$ cat src/rtl/bitty_pkg.sv
// bitty_pkg: shared encodings for the BittyPro control unit and datapath
package bitty_pkg;
   localparam int DATA_W   = 16;
   localparam int IMM_W    = 8;
   localparam int NUM_REGS = 8;
   localparam int REG_W    = $clog2(NUM_REGS);
   localparam int RX_LSB   = 13;
   localparam int RY_LSB   = 10;
   localparam int IMM_LSB  = 5;
   localparam int ALU_LSB  = 2;
   localparam int FMT_LSB  = 0;
   typedef enum logic [1:0] {IDLE = 2'd0, LOAD_S = 2'd1, EXEC = 2'd2, WB = 2'd3} state_t;
   localparam logic [1:0] FMT_REG = 2'b00;
   localparam logic [1:0] FMT_IMM = 2'b01;
   localparam logic [2:0] ALU_ADD = 3'd0;
   localparam logic [2:0] ALU_SUB = 3'd1;
   localparam logic [2:0] ALU_AND = 3'd2;
   localparam logic [2:0] ALU_OR  = 3'd3;
   localparam logic [2:0] ALU_XOR = 3'd4;
   localparam logic [2:0] ALU_SHL = 3'd5;
   localparam logic [2:0] ALU_SHR = 3'd6;
   localparam logic [2:0] ALU_CMP = 3'd7;
   localparam logic [3:0] MUX_C   = 4'd8;
   localparam logic [3:0] MUX_IMM = 4'd9;
endpackage

$ cat src/rtl/bitty_if.sv
// bitty_if: instruction handshake plus datapath control bundle
interface bitty_if;
   import bitty_pkg::*;
   logic                instr_valid;
   logic [DATA_W-1:0]   instr;
   logic                instr_ready;
   logic [3:0]          mux_sel;
   logic                en_s;
   logic                en_c;
   logic [NUM_REGS-1:0] en_i;
   logic [2:0]          alu_sel;
   logic [DATA_W-1:0]   imm_out;
   logic                done;
   logic                illegal;
   modport master (
      output instr_valid, instr,
      input  instr_ready, mux_sel, en_s, en_c, en_i, alu_sel, imm_out, done, illegal
   );
   modport slave (
      input  instr_valid, instr,
      output instr_ready, mux_sel, en_s, en_c, en_i, alu_sel, imm_out, done, illegal
   );
endinterface

$ cat src/rtl/bitty_decoder.sv
// bitty_decoder: splits the captured instruction into its fields
module bitty_decoder
   import bitty_pkg::*;
(
   input  logic [DATA_W-1:0]   i_instr,
   output logic [REG_W-1:0]    o_rx,
   output logic [REG_W-1:0]    o_ry,
   output logic [1:0]          o_fmt,
   output logic [2:0]          o_alu_sel,
   output logic [DATA_W-1:0]   o_imm,
   output logic [NUM_REGS-1:0] o_rx_onehot,
   output logic                o_illegal
);
   assign o_rx        = i_instr[RX_LSB +: REG_W];
   assign o_ry        = i_instr[RY_LSB +: REG_W];
   assign o_fmt       = i_instr[FMT_LSB +: 2];
   assign o_alu_sel   = i_instr[ALU_LSB +: 3];
   assign o_imm       = {{(DATA_W-IMM_W){1'b0}}, i_instr[IMM_LSB +: IMM_W]};
   assign o_rx_onehot = {{(NUM_REGS-1){1'b0}}, 1'b1} << o_rx;
   // fmt 10 and 11 are reserved
   assign o_illegal   = o_fmt[1];
endmodule

$ cat src/rtl/bitty_control.sv
// bitty_control: multi-cycle sequencer driving the BittyPro datapath
module bitty_control
   import bitty_pkg::*;
(
   input logic     clk,
   input logic     reset,
   bitty_if.slave  bus
);
   state_t              r_state;
   state_t              w_next;
   logic [DATA_W-1:0]   r_instr;
   logic                w_accept;
   logic [REG_W-1:0]    w_rx;
   logic [REG_W-1:0]    w_ry;
   logic [1:0]          w_fmt;
   logic [2:0]          w_alu;
   logic [DATA_W-1:0]   w_imm;
   logic [NUM_REGS-1:0] w_rx_oh;
   logic                w_illegal;

   assign w_accept = (r_state == IDLE) && bus.instr_valid;

   bitty_decoder u_dec (
      .i_instr     (r_instr),
      .o_rx        (w_rx),
      .o_ry        (w_ry),
      .o_fmt       (w_fmt),
      .o_alu_sel   (w_alu),
      .o_imm       (w_imm),
      .o_rx_onehot (w_rx_oh),
      .o_illegal   (w_illegal)
   );

   // state register and instruction capture
   always_ff @(posedge clk) begin
      if (reset) begin
         r_state <= IDLE;
         r_instr <= '0;
      end else begin
         r_state <= w_next;
         if (w_accept) r_instr <= bus.instr;
      end
   end

   // next state: reserved formats skip straight to writeback
   always_comb begin
      w_next = r_state;
      case (r_state)
         IDLE:    w_next = w_accept ? (bus.instr[FMT_LSB+1] ? WB : LOAD_S) : IDLE;
         LOAD_S:  w_next = EXEC;
         EXEC:    w_next = WB;
         default: w_next = IDLE;
      endcase
   end

   // outputs decoded only from state and the captured instruction
   always_comb begin
      bus.instr_ready = (r_state == IDLE);
      bus.en_s        = (r_state == LOAD_S);
      bus.en_c        = (r_state == EXEC);
      bus.en_i        = (r_state == WB && !w_illegal) ? w_rx_oh : '0;
      bus.alu_sel     = (r_state == EXEC) ? w_alu : '0;
      bus.mux_sel     = (r_state == LOAD_S) ? {1'b0, w_rx} :
                        (r_state == EXEC) ? ((w_fmt == FMT_IMM) ? MUX_IMM : {1'b0, w_ry}) :
                        (r_state == WB && !w_illegal) ? MUX_C : 4'd0;
      bus.imm_out     = w_imm;
      bus.done        = (r_state == WB);
      bus.illegal     = (r_state == WB) && w_illegal;
   end
endmodule
$ cat src/flat_wrapper.sv
// flat-port wrapper written by rule: the top's interface ports become plain ports
module bitty_control_flat import bitty_pkg::*;
  (clk, reset, bus_instr_valid, bus_instr, bus_instr_ready, bus_mux_sel, bus_en_s, bus_en_c, bus_en_i, bus_alu_sel, bus_imm_out, bus_done, bus_illegal);
  bitty_if bus_i ();
  input logic clk;
  input logic reset;
  input wire logic [$bits(bus_i.instr_valid)-1:0] bus_instr_valid;
  input wire logic [$bits(bus_i.instr)-1:0] bus_instr;
  output wire logic [$bits(bus_i.instr_ready)-1:0] bus_instr_ready;
  output wire logic [$bits(bus_i.mux_sel)-1:0] bus_mux_sel;
  output wire logic [$bits(bus_i.en_s)-1:0] bus_en_s;
  output wire logic [$bits(bus_i.en_c)-1:0] bus_en_c;
  output wire logic [$bits(bus_i.en_i)-1:0] bus_en_i;
  output wire logic [$bits(bus_i.alu_sel)-1:0] bus_alu_sel;
  output wire logic [$bits(bus_i.imm_out)-1:0] bus_imm_out;
  output wire logic [$bits(bus_i.done)-1:0] bus_done;
  output wire logic [$bits(bus_i.illegal)-1:0] bus_illegal;
  assign bus_i.instr_valid = bus_instr_valid;
  assign bus_i.instr = bus_instr;
  assign bus_instr_ready = bus_i.instr_ready;
  assign bus_mux_sel = bus_i.mux_sel;
  assign bus_en_s = bus_i.en_s;
  assign bus_en_c = bus_i.en_c;
  assign bus_en_i = bus_i.en_i;
  assign bus_alu_sel = bus_i.alu_sel;
  assign bus_imm_out = bus_i.imm_out;
  assign bus_done = bus_i.done;
  assign bus_illegal = bus_i.illegal;
  bitty_control u_core (.clk(clk), .reset(reset), .bus(bus_i));
endmodule
$ cat config.mk
export PLATFORM = sky130hd
export DESIGN_NAME = bitty_control_flat
export DESIGN_NICKNAME = d
export VERILOG_FILES = /design/src/rtl/bitty_pkg.sv /design/src/rtl/bitty_if.sv /design/src/rtl/bitty_decoder.sv /design/src/rtl/bitty_control.sv /design/src/flat_wrapper.sv
export SDC_FILE = /design/constraint.sdc
export NUM_CORES = 1
export LEC_CHECK = 0
export BUFFER_PORTS_ARGS = -buffer_cell sky130_fd_sc_hd__buf_2
export CELL_PAD_IN_SITES_DETAIL_PLACEMENT = 2
export CELL_PAD_IN_SITES_GLOBAL_PLACEMENT = 2
export CORE_MARGIN = 5
export CORE_UTILIZATION = 20
export DETAILED_ROUTE_END_ITERATION = 12
export MAX_ROUTING_LAYER = met4
export PLACE_DENSITY = 0.85
export SETUP_SLACK_MARGIN = 0.1
export SYNTH_ARGS = -nofsm -noshare
export SYNTH_HDL_FRONTEND = slang
export SYNTH_SLANG_ARGS = --single-unit
export TNS_END_PERCENT = 20
$ cat constraint.sdc
create_clock -name clk -period 1.2 [get_ports clk]
set_clock_uncertainty 0.1 [all_clocks]
set_input_delay 0 -clock clk [delete_from_list [all_inputs] [get_ports clk]]
set_output_delay 0 -clock clk [all_outputs]
set_load 0.02 [all_outputs]
==> reports/metrics.cfg <==
[critical_path]
worstSetupPathType = flip-flop to output port
critical_path.endpoint_type = output port
critical_path.top_delay_family = simple AND/OR/NAND/NOR gates
cp.required_ns = 1.10
critical_path_peak_fanout = 4
critical_path_arrival_ns = 1.46
path_buf_inv = 1
critPathSlowestCell = sky130_fd_sc_hd__or3b_4
cp_cell_sequence = ha_4, or3b_4, nor3_4, buf_6
crit_path_max_incr_delay_ns = 0.44
start_kind = flip-flop

[global_route]
globalRoute.totalOverflow = 0
antenna_found_initial = 0
grt_start_max_net_pins = 19
grt_pass1_vias = 1231
first_pass_grt_wire_length_um = 6040
grt_usage_pct = 12.3

[yosys]
yosys.area_share.simple_pct = 28.5
synth_enable_flop_cells = 0
synth.yosys.warnings = 0
synth_seq_area_share_pct = 36.8
synth_top_area_cell = sky130_fd_sc_hd__dfxtp_1
synth.cell_area_um2 = 980
dominantRegCellSynth = sky130_fd_sc_hd__dfxtp_1
yosysUniqueCellTypes = 21
share_of_cell_area_taken_by_muxes_after_synthesis_pct = 2.04
synthesis.instances = 130
synthXorXnorAreaFrac_pct = 0
syn_area_per_cell_um2 = 7.54
synth_compound_area_share_pct = 10.7
netlist_top_cells_area = sky130_fd_sc_hd__dfxtp_1 (37%), sky130_fd_sc_hd__nand2_1 (14%), sky130_fd_sc_hd__buf_4 (13%), sky130_fd_sc_hd__a21oi_1 (8.7%), sky130_fd_sc_hd__ha_1 (5.1%)
yosysTopAreaCellShare_pct = 36.8
synth_fa_ha_area_share_pct = 5.11
largest_family_of_logic_cells_by_synthesized_area = simple AND/OR/NAND/NOR gates
synth-seq-cells = 18
asyncSetResetFlopFracSynth_pct = 0

[placed_design]
placer_congestion_estimate = 0.689
io_buffer_count = 46
placement.setup.worst_slack_ns = -0.244
dpl.hpwl_um = 2630
dpl.cell_count = 240

[route]
dr.first_iter.drc_count = 30
detailroute.via_count = 1067
routedWlPerCell_um = 14.1
drt_drc_violations_left = 0
vias_per_cell = 4.09
detail_route.first_pass.iterations = 4
totalWireLength_um = 3680
drt.antenna.violating_nets = 0

[floorplanning]
dieHeight_um = 80.0
ioPinCount = 55
initial_standard_cell_utilization_of_the_core_pct = 20.6
rows = 25
die_x_um = 80.0
area_enclosed_by_the_die_boundary_mm2 = 0.00640
core_region_area_mm2 = 0.00475

[pwr]
power.total_mw = 2.25
power_per_cell_area_mw_per_mm2 = 1400
vdd_drop_max_mv = 0.362
power.static_leakage_nw = 0.728

[final_layout]
diodes = 0
drive_above_1_share_pct = 41.2
fill_cell_total_of_the_finished_layout = 564
final_cell_count_no_fill = 261
synthToLayoutAreaGrowth_pct = 64.8
nets_final = 218
layout.core_utilization_pct = 33.9

[flow_run]
maxCapViolations = 0

[hold_path]
hold_path.class = input pin to flip-flop

[clock_tree]
cts_tree = built
numCtsBuffers = 3
clkLatencyLatePin_ns = 0.25
clock_transition_time_at_the_flip_flop_clock_pins_of_the_worst_setup_and_hold_paths_ns = 0.07
tritoncts_num_sinks = 18
cell_at_the_root_of_the_clock_tree = sky130_fd_sc_hd__clkbuf_8
max-clock-path-buffers = 2
htree_levels = 1

[timing]
timing_max_transition_violations_final = 0
min_period_over_period_pct = 130
timing.final.ws_setup_ns = -0.364
hold_violations = 0
rsz_0062_raised_after_global_routing = yes
setup_viol_count_final = 37
finalHoldWorstSlack_ns = 0.0481
max_freq_ghz = 0.639
final.min_clock_period_ns = 1.56

[run_status]
violations = negative setup slack
status = finished with violations

cells in the mapped netlist (2+ instances only):
| master | number |
|---|---|
| sky130_fd_sc_hd__a21oi_1 | 17 |
| sky130_fd_sc_hd__and2_1 | 4 |
| sky130_fd_sc_hd__buf_2 | 2 |
| sky130_fd_sc_hd__buf_4 | 17 |
| sky130_fd_sc_hd__dfxtp_1 | 18 |
| sky130_fd_sc_hd__ha_1 | 4 |
| sky130_fd_sc_hd__inv_1 | 2 |
| sky130_fd_sc_hd__mux2i_1 | 2 |
| sky130_fd_sc_hd__nand2_1 | 37 |
| sky130_fd_sc_hd__nand2b_1 | 5 |
| sky130_fd_sc_hd__nor2_1 | 7 |
| sky130_fd_sc_hd__nor3_1 | 3 |
| sky130_fd_sc_hd__o21ai_0 | 4 |
kinds of logic (layout without fill, tap and decap cells):
logic type      count (synthesis)  after routing
buf+inv                        23             80
flops                          18             18
simple gates                   61             61
fa+ha+maj                       4              4
mux                             2              2
other cells                     1              8
compound gates                 21             21
final cells by class:
| cell class | instances | area [um^2] | share of cell area (%) |
|---|---|---|---|
| Timing Repair Buffer | 74 | 532 | 32.9 |
| Inverter | 2 | 7.51 | 0.465 |
| Sequential cell | 18 | 365 | 22.6 |
| Multi-Input combinational cell | 96 | 571 | 35.3 |
| Tap cell | 67 | 83.8 | 5.19 |
| Clock buffer | 4 | 55.1 | 3.41 |
final timing paths:
path | slack, ns | depth (start not counted) | start | to
setup reg to reg | -0.26 | 6 | u_core.r_state[0]$_SDFF_PP0_ | u_core.r_instr[14]$_SDFFE_PP0P_
setup / recovery | -0.36 | 4 | u_core.r_state[1]$_SDFF_PP0_ | bus_en_i[0]
hold reg to reg | 0.35 | 2 | u_core.r_instr[7]$_SDFFE_PP0P_ | u_core.r_instr[7]$_SDFFE_PP0P_
hold / removal | 0.05 | 2 | reset | u_core.r_state[0]$_SDFF_PP0_
worst register-to-register path: cells and delay by family, from the launching register on:
kind | cells | cell delay [ns]
flops | 1 | 0.35
buf+inv | 2 | 0.33
simple gates | 2 | 0.27
fa+ha+maj | 1 | 0.18
compound gates | 1 | 0.16
power by group:
part / switching [mW] / leakage [nW] / internal (mW)
sequential: 0.0780 / 0.149 / 0.692
combinational: 0.563 / 0.550 / 0.426
clock: 0.204 / 0.0288 / 0.291
placed cells by master (no fill, tap or decap):
master	n
sky130_fd_sc_hd__a21oi_1	17
sky130_fd_sc_hd__and2_1	3
sky130_fd_sc_hd__and2_2	2
sky130_fd_sc_hd__buf_12	1
sky130_fd_sc_hd__buf_2	38
sky130_fd_sc_hd__buf_4	14
sky130_fd_sc_hd__buf_6	5
sky130_fd_sc_hd__clkbuf_8	4
sky130_fd_sc_hd__conb_1	8
sky130_fd_sc_hd__dfxtp_1	16
sky130_fd_sc_hd__dfxtp_2	1
sky130_fd_sc_hd__dfxtp_4	1
sky130_fd_sc_hd__dlygate4sd3_1	16
sky130_fd_sc_hd__ha_2	1
sky130_fd_sc_hd__ha_4	3
sky130_fd_sc_hd__inv_1	1
sky130_fd_sc_hd__inv_2	1
sky130_fd_sc_hd__mux2i_1	2
sky130_fd_sc_hd__nand2_1	37
sky130_fd_sc_hd__nand2b_1	5
sky130_fd_sc_hd__nand3b_1	1
sky130_fd_sc_hd__nor2_1	4
sky130_fd_sc_hd__nor2_4	3
sky130_fd_sc_hd__nor2b_1	1
sky130_fd_sc_hd__nor3_1	2
sky130_fd_sc_hd__nor3_2	1
sky130_fd_sc_hd__nor3_4	1
sky130_fd_sc_hd__o21ai_0	1
sky130_fd_sc_hd__o21ai_2	3
sky130_fd_sc_hd__or3b_4	1
stage by stage:
stage                     instance area (um^2)  TNS, ns
after floorplan                           1080    -2.58
after global placement                    1330    -3.94
after detailed placement                  1330    -5.17
after CTS                                 1610   -10.03
after global routing                      1610   -11.05
final                                     1610    -8.62
per-layer routing:
layer | global-route usage [%] | share of wire (%) | vias up
met4 | 4.39 | 2.0 | 0
met3 | 1.02 | 3.4 | 6
met5 | - | 0 | -
met1 | 13.4 | 39 | 511
li1 | - | - | 517
met2 | 23.2 | 55 | 33
state kept, by name, summed over array words and instances (netlist names):
signal	cells
u_core.r_state	2
u_core.r_instr	16
what timing repair did:
| item | CTS | global route |
|---|---|---|
| pin swaps | 5 | 0 |
| gates resized for setup | 16 | 2 |
| setup endpoints to repair | 38 | 38 |
| hold endpoints to repair | 17 | 0 |
| cloned | 0 | 0 |
| hold buffers | 16 | 0 |
| setup buffers | 1 | 0 |
No activity file was read; power rests on OpenSTA's default activity.
